## src/rtl/bird_gen.sv

```systemverilog
// bird_gen: small multi-cycle accumulator-free CPU with 8 registers (r7 = stack pointer).
// Define BIRD_IRQ_EN to add the level interrupt (IRQ state, ie flag, irq_ack pulse).
module bird_gen #(
  parameter int          DATA_W  = 16,
  parameter int          ADDR_W  = 12,
  parameter logic [31:0] SP_INIT = 32'h1FF,
  parameter logic [31:0] IRQ_VEC = 32'h010
) (
  input  logic              clk,
  input  logic              rst_n,
  input  logic [DATA_W-1:0] data_in,
  output logic [DATA_W-1:0] data_out,
  output logic [ADDR_W-1:0] address,
  output logic              memwt,
  output logic              mem_req,
  input  logic              mem_ready,
  output logic              halted,
  input  logic              irq,
  output logic              irq_ack
);

  localparam logic [3:0] S_FETCH = 4'h0;
  localparam logic [3:0] S_LDI   = 4'h1;
  localparam logic [3:0] S_LD    = 4'h2;
  localparam logic [3:0] S_ST    = 4'h3;
  localparam logic [3:0] S_JMP   = 4'h5;
  localparam logic [3:0] S_HALT  = 4'h6;
  localparam logic [3:0] S_ALU   = 4'h7;
  localparam logic [3:0] S_PUSH  = 4'h8;
  localparam logic [3:0] S_POP1  = 4'h9;
  localparam logic [3:0] S_CALL  = 4'hA;
  localparam logic [3:0] S_RET1  = 4'hB;
  localparam logic [3:0] S_POP2  = 4'hC;
  localparam logic [3:0] S_RET2  = 4'hD;
`ifdef BIRD_IRQ_EN
  localparam logic [3:0] S_IRQ   = 4'hE;
`endif

  localparam logic [DATA_W-1:0] D_ONE  = {{(DATA_W-1){1'b0}}, 1'b1};
  localparam logic [ADDR_W-1:0] PC_ONE = {{(ADDR_W-1){1'b0}}, 1'b1};

  logic [3:0]        state;
  logic [ADDR_W-1:0] pc;
  logic [11:0]       ir;
  logic              zeroflag;
  logic [DATA_W-1:0] regs [8];

  logic [3:0]        opcode;
  logic [DATA_W-1:0] src_a;
  logic [DATA_W-1:0] src_b;
  logic [DATA_W-1:0] sp;
  logic [DATA_W-1:0] pc_ext;
  logic [DATA_W-1:0] alu_res;

  assign opcode = data_in[DATA_W-1 -: 4];
  assign src_a  = regs[ir[8:6]];
  assign src_b  = regs[ir[5:3]];
  assign sp     = regs[7];
  assign pc_ext = {{(DATA_W-ADDR_W){1'b0}}, pc};
  assign halted = (state == S_HALT);

`ifdef BIRD_IRQ_EN
  logic ie;
  logic irq_ack_r;
  logic irq_take;
  assign irq_take = irq & ie & (((state == S_FETCH) & mem_ready) | (state == S_HALT));
  assign irq_ack  = irq_ack_r;
`else
  logic unused_irq;
  assign unused_irq = irq;
  assign irq_ack    = 1'b0;
`endif

  // ALU result for the instruction held in ir
  always_comb begin
    alu_res = '0;
    case (ir[11:9])
      3'd0: alu_res = src_a + src_b;
      3'd1: alu_res = src_a - src_b;
      3'd2: alu_res = src_a & src_b;
      3'd3: alu_res = src_a | src_b;
      3'd4: alu_res = src_a ^ src_b;
      3'd7: begin
        case (ir[8:6])
          3'd0:    alu_res = ~src_b;
          3'd1:    alu_res = src_b;
          3'd2:    alu_res = src_b + D_ONE;
          3'd3:    alu_res = src_b - D_ONE;
          default: alu_res = '0;
        endcase
      end
      default: alu_res = '0;
    endcase
  end

  // Memory bus decode; depends only on state registers so it is stable while stalled
  always_comb begin
    address  = pc;
    data_out = '0;
    memwt    = 1'b0;
    mem_req  = 1'b0;
    case (state)
      S_FETCH, S_LDI: mem_req = 1'b1;
      S_LD: begin
        mem_req = 1'b1;
        address = src_b[ADDR_W-1:0];
      end
      S_ST: begin
        mem_req  = 1'b1;
        memwt    = 1'b1;
        address  = src_b[ADDR_W-1:0];
        data_out = src_a;
      end
      S_PUSH: begin
        mem_req  = 1'b1;
        memwt    = 1'b1;
        address  = sp[ADDR_W-1:0];
        data_out = src_b;
      end
      S_CALL: begin
        mem_req  = 1'b1;
        memwt    = 1'b1;
        address  = sp[ADDR_W-1:0];
        data_out = pc_ext;
      end
`ifdef BIRD_IRQ_EN
      S_IRQ: begin
        mem_req  = 1'b1;
        memwt    = 1'b1;
        address  = sp[ADDR_W-1:0];
        data_out = pc_ext;
      end
`endif
      S_POP2, S_RET2: begin
        mem_req = 1'b1;
        address = sp[ADDR_W-1:0];
      end
      default: mem_req = 1'b0;
    endcase
  end

  // Sequencer, register file, PC and flags
  always_ff @(posedge clk or negedge rst_n) begin
    if (!rst_n) begin
      state    <= S_FETCH;
      pc       <= '0;
      ir       <= '0;
      zeroflag <= 1'b0;
      for (int i = 0; i < 7; i++) regs[i] <= '0;
      regs[7]  <= SP_INIT[DATA_W-1:0];
`ifdef BIRD_IRQ_EN
      ie        <= 1'b1;
      irq_ack_r <= 1'b0;
`endif
    end else begin
`ifdef BIRD_IRQ_EN
      irq_ack_r <= 1'b0;
`endif
      case (state)
        S_FETCH: begin
          if (mem_ready) begin
`ifdef BIRD_IRQ_EN
            if (irq_take) begin
              state     <= S_IRQ;
              irq_ack_r <= 1'b1;
            end else
`endif
            begin
              ir <= data_in[11:0];
              pc <= pc + PC_ONE;
              case (opcode)
                4'h1:    state <= S_LDI;
                4'h2:    state <= S_LD;
                4'h3:    state <= S_ST;
                4'h4:    state <= zeroflag ? S_JMP : S_FETCH;
                4'h5:    state <= S_JMP;
                4'h6:    state <= S_HALT;
                4'h7:    state <= S_ALU;
                4'h8:    state <= S_PUSH;
                4'h9:    state <= S_POP1;
                4'hA:    state <= S_CALL;
                4'hB:    state <= S_RET1;
                default: state <= S_FETCH;
              endcase
            end
          end
        end
        S_LDI: if (mem_ready) begin
          regs[ir[2:0]] <= data_in;
          pc            <= pc + PC_ONE;
          state         <= S_FETCH;
        end
        S_LD: if (mem_ready) begin
          regs[ir[2:0]] <= data_in;
          state         <= S_FETCH;
        end
        S_ST: if (mem_ready) state <= S_FETCH;
        S_JMP: begin
          pc    <= pc + ir[ADDR_W-1:0];
          state <= S_FETCH;
        end
        S_HALT: begin
`ifdef BIRD_IRQ_EN
          if (irq_take) begin
            state     <= S_IRQ;
            irq_ack_r <= 1'b1;
          end
`endif
        end
        S_ALU: begin
          regs[ir[2:0]] <= alu_res;
          zeroflag      <= (alu_res == '0);
          state         <= S_FETCH;
        end
        S_PUSH: if (mem_ready) begin
          regs[7] <= sp - D_ONE;
          state   <= S_FETCH;
        end
        S_POP1: begin
          regs[7] <= sp + D_ONE;
          state   <= S_POP2;
        end
        S_POP2: if (mem_ready) begin
          regs[ir[2:0]] <= data_in;
          state         <= S_FETCH;
        end
        S_CALL: if (mem_ready) begin
          regs[7] <= sp - D_ONE;
          pc      <= pc + ir[ADDR_W-1:0];
          state   <= S_FETCH;
        end
        S_RET1: begin
          regs[7] <= sp + D_ONE;
          state   <= S_RET2;
        end
        S_RET2: if (mem_ready) begin
          pc    <= data_in[ADDR_W-1:0];
          state <= S_FETCH;
`ifdef BIRD_IRQ_EN
          ie    <= 1'b1;
`endif
        end
`ifdef BIRD_IRQ_EN
        S_IRQ: if (mem_ready) begin
          regs[7] <= sp - D_ONE;
          pc      <= IRQ_VEC[ADDR_W-1:0];
          ie      <= 1'b0;
          state   <= S_FETCH;
        end
`endif
        default: state <= S_FETCH;
      endcase
    end
  end

endmodule

```

## config.mk

```make
export PLATFORM = sky130hd
export DESIGN_NAME = bird_gen
export DESIGN_NICKNAME = d
export VERILOG_FILES = /design/src/rtl/bird_gen.sv
export SDC_FILE = /design/constraint.sdc
export NUM_CORES = 1
export LEC_CHECK = 0
export CORE_MARGIN = 4
export CORE_UTILIZATION = 45
export CTS_BUF_LIST = sky130_fd_sc_hd__clkbuf_4 sky130_fd_sc_hd__clkbuf_8 sky130_fd_sc_hd__clkbuf_16
export CTS_CLUSTER_DIAMETER = 30
export DETAILED_ROUTE_END_ITERATION = 16
export SLEW_MARGIN = 40
export SYNTH_ARGS = -nofsm -noshare
export SYNTH_HDL_FRONTEND = slang
export SYNTH_SLANG_ARGS = --single-unit
```

## constraint.sdc

```tcl
create_clock -name clk -period 6.05 [get_ports clk]
set_clock_uncertainty 0.1 [all_clocks]
set_input_delay 1.21 -clock clk [delete_from_list [all_inputs] [get_ports clk]]
set_output_delay 1.21 -clock clk [all_outputs]
set_load 0.01 [all_outputs]
```

* After elaboration in Yosys (flattened, before gate mapping)
Index checks and enable logic that the tools add are counted.
Widths: inputs -> output; s select.
** Storage, ports and cells
- Bits in registers :: 157
- Bits in latches :: 0
- RAM bits :: 0
- Bits in read-only memories :: 0
- Bits of input ports :: 20
- Memories kept :: 0
** Operators by class
- Add/sub/neg operators :: 8
- Multiply operators :: 0
- Div/mod/pow operators :: 0
- Magnitude comparators :: 4
- Eq/ne operators :: 38
- Shift operators :: 0
- Mux-type cells :: 29
- Bitwise gates (word level) :: 8
- Reductions and logical operators :: 22
** Operators by type and width (count)
- $bwmux 128 :: 2
- $pmux 112 s2 :: 1
- $mux 128 :: 1
- $pmux 16 s4 :: 2
- $bmux 16 s3 :: 2
- $mux 16 :: 6
- $pmux 16 s6 :: 1
- $demux 16 s3 :: 1
- $pmux 12 s4 :: 1
- $pmux 16 s3 :: 1
- $pmux 4 s11 :: 1
- $eq 4x4->1 const B :: 10
- $mux 12 :: 3
- $add 16x1->16 const B :: 2
- $sub 16x1->16 const B :: 2
- $eq 4x3->1 const B :: 7
- $pmux 12 s2 :: 1
- $pmux 4 s5 :: 1
- $add 16x16->16 :: 1
- $and 16x16->16 :: 1
- $eq 4x2->1 const B :: 4
- $logic_not 16->1 :: 1
- $not 16->16 :: 1
- $or 16x16->16 :: 1
- other kinds (30) :: 55

* Depth between registers and ports, before layout
- Depth after elaboration :: 9
- Depth in mapped cells :: 23
- Gate-level depth less buffers :: 19

* Worst setup path after synthesis
No wires, ideal clock.
- Path kind :: register -> register
- From :: reg ir[6]
- To :: reg zeroflag
- Arrival time :: 5.793 ns
- Data required time :: 5.874 ns
- Slack :: 0.081 ns
- Stages on the path, launching flop included :: 22
- Period minus slack after synthesis :: 5.969 ns
- Cell sequence :: dfrtp_1 buf_2 buf_1 buf_1 buf_1 mux4_2 mux2_2 inv_1 ha_1 inv_1 fa_1 a211o_1 a21oi_1 o21ai_0 a31oi_1 nor2b_1 o21ai_0 a21oi_1 xor2_1 a221o_1 or4_1 o21ai_1
** Between the ends
- Longest elaborated chain between the ends :: 7
- Elaborated cells on any way between the ends :: 16
- Classes of those cells :: 2 x add/sub; 3 x eq/ne; 5 x mux; 4 x bitwise; 2 x reduce/logical
** RTL lines
- start, declared :: line 44 : logic [11:0] ir;
- start signal, assigned :: line 169 : ir <= data_in[11:0];
- $not 3->4 (implied by the code) :: line 56 : assign src_a = regs[ir[8:6]];
- $bmux 16 s3 :: line 56
- $mux 16 (implied by the code) (2 in a row) :: line 56
- $sub 16x16->16 (tied with other cells) :: line 79 : 3'd1: alu_res = src_a - src_b;
- $pmux 16 s6 (*) :: line 77 : case (ir[11:9])
- $logic_not 16->1 (*) :: line 212 : zeroflag <= (alu_res == '0);
- end signal, assigned :: line 212
- end, declared :: line 45 : logic zeroflag;
Mark *: on every way between the ends. The rest lies on a longest branch, timed or not. The select of a mux whose other input is x is not followed.
A chain may end at the register's enable or synchronous reset.

* Final worst setup path
- From :: reg ir[5]
- To :: reg zeroflag
** Between the ends
- Longest elaborated chain between the ends :: 8
- Elaborated cells on any way between the ends :: 15
- Classes of those cells :: 4 x add/sub; 5 x mux; 5 x bitwise; 1 x reduce/logical
** RTL lines
- $not 3->4 (implied by the code) (*) :: line 57 : assign src_b = regs[ir[5:3]];
- $bmux 16 s3 (*) :: line 57
- $mux 16 (implied by the code) (*) (2 in a row) :: line 57
- $sub 16x1->16 (tied with other cells) :: line 88 : 3'd3: alu_res = src_b - D_ONE;
- $pmux 16 s4 :: line 84 : case (ir[8:6])
- $pmux 16 s6 (*) :: line 77
- $logic_not 16->1 (*) :: line 212
Marked as above.

==> flow_summary.ini <==
[synth]
ys_ff_latch = 157
ys_top_cells_by_area = dfrtp_1 27%, mux4_2 10%, ha_1 8.1%, mux2_2 7.8%, o21ai_0 5.2%
yosysWarnings = 0
synth_area_sq_mm = 0.01351
yosys.cell_types.count = 77
syn-num-nets = 1571
ys.flop_type = dfrtp_1
avgSynthCellArea_sq_um = 9.262
synthAdderAreaFrac = 0.08741
yosys.area_share.xor_xnor = 0.04602
ys_seq_area_frac = 0.2916
synth_enable_flop_cells = 0
synth_area_leader_cell = dfrtp_1
synthMuxAreaShare = 0.2117
synth-async-reset-ratio = 1.000
synth_top_family_by_area = multiplexers
yosysTopAreaCellShare = 0.2741
yosys.area_share.simple = 0.1299
synth_compound_area_frac = 0.1866
syn_inst = 1459

[worst_hold_path]
holdPathStages = 2
hold_start = regs[26]$_DFFE_PN0P_
hold_end = regs[26]$_DFFE_PN0P_
hp-class = reg2reg

[drt]
viasPerCell = 6.349
first_iter_violations = 1517
drtAntennaViolNets = 0
drt-wirelength-per-cell_microns = 24.27
dr.pass1.iters = 6
dr_total_vias = 11990
wl_microns = 45850
drcViolationCount = 0

[grt]
gr-total-overflow = 0
grtUsageTotal = 0.2786
grt_pass1_vias = 11590
grt_pass1_wl_microns = 70300
antenna_found_initial = 0
grt_max_degree = 71

[timing]
setup_tns_ps = 0
max_slew_margin = 0.4214
min_period_ps = 5821
fmax_ghz = 0.1718
finalHoldViolCount = 0
period_share = 0.9621
grt_setup_unrepaired = false
setup_violations = 0
fin_ws_ps = 229.4
worst_pin_slew_ps = 867.9
slew_violations = 0

[cells_and_area]
register_area_sq_mm = 0.003951
fin_cells = 1889
utilization = 0.5108
num-fill-cells = 2770
multi_input_area_sq_mm = 0.008979
diodes = 0
syn2layout_area_growth_pct = 12.03
final_nets = 1599
drive_above_1_share = 0.1908

[clock_tree]
post_cts_buffers = 0
numClockSinks = 157
clk_root_buffer_cell = clkbuf_16
clockBufferDepth = 2
hold_buffers = 0
clk_pin_slew_ps = 70
cts_max_level = 4
clock_latency_ps = 440
cts_buffers = 17
cts_tree = yes
cts_resized = 0

[status]
status = completed

[placed_design]
dp_cells = 1857
preCtsSetupSlack_ps = 267.8
dpl.hpwl_microns = 33570
portBuffers = 49
gp_congestion = 0.9644

[worst_setup_path]
crit_fanout = 18
ff2ff_setup_slack_ps = 230
criticalPathCategory = reg2reg
r2r_cells = 19
path_cells = buf_4 -> nor2b_1 -> a211oi_1 -> or2_1 -> nand3_1 -> o31ai_1 -> xnor2_1 -> ha_1 -> or3_1 -> a21oi_1 -> o21ai_0 -> a31oi_1 -> nor2b_1 -> o21ai_0 -> a21oi_1 -> xor2_1 -> a221o_1 -> or4_1 -> o21ai_1
required_ps = 6310
slowest_stage = dfrtp_2
cpPeakStageDelay_ps = 670
arrival_ps = 6080
cp-end-kind = register
worstReg2RegEnd = zeroflag$_DFFE_PN0P_
r2r-start = ir[5]$_DFFE_PN0P_
start_kind = register

[die]
die_x_microns = 181.3
design.core.area_sq_mm = 0.02964
rows = 63
initial_core_util = 0.4559
die_y_microns = 181.3
io_pins = 52
die_area_sq_mm = 0.03287

[job]
cap_viol_max_count = 0
==> sequential cells by signal (all words and copies together) (netlist names) <==
register,cells
regs,112
sp,16
pc,12
state,4
zeroflag,1
ir,12
==> final cells by class <==
| type | instances | share of cell area |
|---|---|---|
| inverters | 61 | 0.01513 |
| repair buffers | 101 | 0.05910 |
| well taps | 390 | 0.03223 |
| clock inverters | 13 | 0.01083 |
| multi-input cells | 1149 | 0.5931 |
| clock buffers | 18 | 0.02860 |
| flip-flops and latches | 157 | 0.2610 |
==> Yosys cell counts, types with 5 or more instances <==
cell type / instances
a2111oi_0: 10
a211oi_1: 8
a21boi_0: 5
a21o_1: 12
a21oi_1: 102
a221oi_1: 11
a222oi_1: 7
a22oi_1: 23
a31oi_1: 12
and2_1: 6
and3_1: 7
buf_1: 11
buf_2: 8
buf_4: 6
clkbuf_1: 64
dfrtp_1: 148
dfstp_2: 9
ha_1: 88
inv_1: 57
mux2_2: 93
mux2i_1: 27
mux2i_4: 7
mux4_2: 61
nand2_1: 140
nand2b_1: 13
nand3_1: 23
nor2_1: 118
nor2b_1: 27
nor3_1: 28
o21a_1: 7
o21ai_0: 140
o21bai_1: 5
o22ai_1: 14
o31ai_1: 6
xnor2_1: 56
xor2_1: 15
==> layout by cell type (no fill, tap or decap), types with 8 or more instances in the layout <==
cell,count
a21o_1,12
mux2i_1,26
clkdlybuf4s50_1,48
o22ai_1,14
a2111oi_0,10
nor2b_1,27
nor3_1,28
xor2_1,15
ha_1,88
xnor2_1,56
nor2_1,118
inv_1,57
a22oi_1,23
a21oi_1,99
a211oi_1,8
mux2_2,93
nand3_1,23
dfrtp_1,143
a31oi_1,12
mux4_2,61
dfstp_2,9
a221oi_1,11
o21ai_0,139
clkbuf_16,17
nand2_1,139
buf_4,48
nand2b_1,13
==> through the flow <==
stage / instance area, sq um / hold WS [ps]
finish: 15140 / 399.6
global placement: 14490 / 377.2
floorplan: 13510 / 358.7
detailed placement: 14510 / 387.8
CTS: 15100 / 401.3
global route: 15140 / 425.9
==> worst max-delay path: cells and delay by family (launching register included) <==
family	cells	cell delay (ps)
DFF	1	670
and+or+nand+nor	6	1570
adders and majority gates	1	260
xor gates and xnor gates	2	300
buffers and inverters	1	360
AOI/OAI and AO/OA	9	2440
==> routing by layer <==
metal | vias up | track usage | wire (microns)
met2 | 534 | 0.4254 | 20260
met1 | 5937 | 0.3851 | 19690
met5 | - | 0 | 0
li1 | 5414 | - | -
met3 | 108 | 0.05979 | 3913
met4 | 0 | 0.1174 | 1980
==> cell families after synthesis <==
kind of cell / count (synthesis)
flip-flops: 157
other: 1
adder cells (fa/ha/maj): 92
XOR/XNOR: 71
multiplexers: 189
AO/OA/AOI/OAI: 406
buffers and inverters: 153
AND/OR/NAND/NOR: 390
==> worst max path at each step <==
stage | to | startpoint | depth (start not counted)
after global placement | regs[127]$_DFFE_PN0P_ | ir[5]$_DFFE_PN0P_ | 19
after global routing | zeroflag$_DFFE_PN0P_ | ir[5]$_DFFE_PN0P_ | 19
after floorplan | zeroflag$_DFFE_PN0P_ | ir[6]$_DFFE_PN0P_ | 21
after CTS | regs[95]$_DFFE_PN0P_ | ir[4]$_DFFE_PN0P_ | 19
after detailed placement | regs[95]$_DFFE_PN0P_ | ir[4]$_DFFE_PN0P_ | 19
final | zeroflag$_DFFE_PN0P_ | ir[5]$_DFFE_PN0P_ | 19
Power is left out: the tool's default activity adds up to more than one toggle a clock period on the data nets, which glitch-free logic cannot reach.
==> edit (same settings) <==
Set the parameter `DATA_W` to 32 (it was 16).
--- a/src/rtl/bird_gen.sv
+++ b/src/rtl/bird_gen.sv
@@ -3,3 +3,3 @@
 module bird_gen #(
-  parameter int          DATA_W  = 16,
+  parameter int          DATA_W  = 32,
   parameter int          ADDR_W  = 12,
Interface: changed (resized data_in and data_out); port bits go from 52 to 84. The function was not compared with the original's and may differ.
==> edit against the original RTL <==
  * The flow now finishes with violations (setup timing)
  * Fmax is 4.8% lower
  * Cell area grew 100%
  * Area after synthesis increased by 85%
  * Routed wire length rose by 97%
  * Setup slack lost 0.29 ns
  * Non-clock buffer count rose by 317
  * First-iteration DRC count is 62% higher
  * Sequential cell count increased by 128
  * Largest cell class unchanged
  * Highest routed layer unchanged
Power is left out: the tool's default activity adds up to more than one toggle a clock period on the data nets, which glitch-free logic cannot reach.
==> edit: results <==
[run_status]
status = finished, violations left
violations = setup timing

[placed_design]
port_buffers = 81
place_inst = 3737
place.gp.congestion = 0.977
place_hpwl_um = 66600

[grt]
grt_max_degree = 102

[layout]
num-nonclk-inverters = 100
final_area_um2 = 30700
bufAreaShareNonClock = 0.113
drive_above_1_share = 0.237
fin_cells = 3848

[detailed_routing]
wl_um = 90300
via_count = 23748

[sta]
setup_tns_ns = -0.0631
setup_viol = 1
fin_ws_ns = -0.0631
slew_headroom = 0.400

[critical_path]
path_max_fanout = 4
crit_arrival_ns = 6.46
cpMaxStageDelayCell = or4_1
ff2ff_path_depth = 22

[clock_tree]
post_cts_buffers = 15
clk_latency_ns = 0.57
cts_buffers = 51
cts_buffer_depth = 3

[logic_synthesis]
synth_common_cells = 357 x nand2_1, 338 x o21ai_0, 276 x dfrtp_1
synth_area_leaders = dfrtp_1 28%, mux4_2 9.5%, ha_1 8.5%, o21ai_0 6.8%, nand2_1 5.4%
synth_top_cell_area_share = 0.276
synthAdderAreaFrac = 0.0882

[min_path]
hold_path.startpoint = regs[185]$_DFFE_PN0P_
holdPathEnd = regs[185]$_DFFE_PN0P_
-- edit: worst max-delay path, delay by kind of cell, from the launching register on --
kind | cells | cell delay, ns
AOI/OAI and AO/OA | 6 | 1.02
DFF | 1 | 0.49
and+or+nand+nor | 10 | 2.93
muxes | 2 | 0.70
xor gates and xnor gates | 1 | 0.12
adders and majority gates | 1 | 0.37
buffers and inverters | 2 | 0.27
-- edit: logic make-up (layout without fill, tap and decap cells) --
logic type | Yosys count | in the layout
buffers and inverters | 284 | 609
XOR/XNOR | 127 | 127
adder cells (fa/ha/maj) | 174 | 174
AO/OA/AOI/OAI | 866 | 866
multiplexers | 290 | 290
AND/OR/NAND/NOR | 748 | 748
other | 1 | 1
flip-flops | 285 | 285
-- edit: metal layers --
layer,track usage,vias to the layer above,share of wire
met4,0.0898,0,0.032
met3,0.0412,186,0.081
li1,-,10829,-
met2,0.472,1060,0.45
met5,0,-,0
met1,0.426,11673,0.43
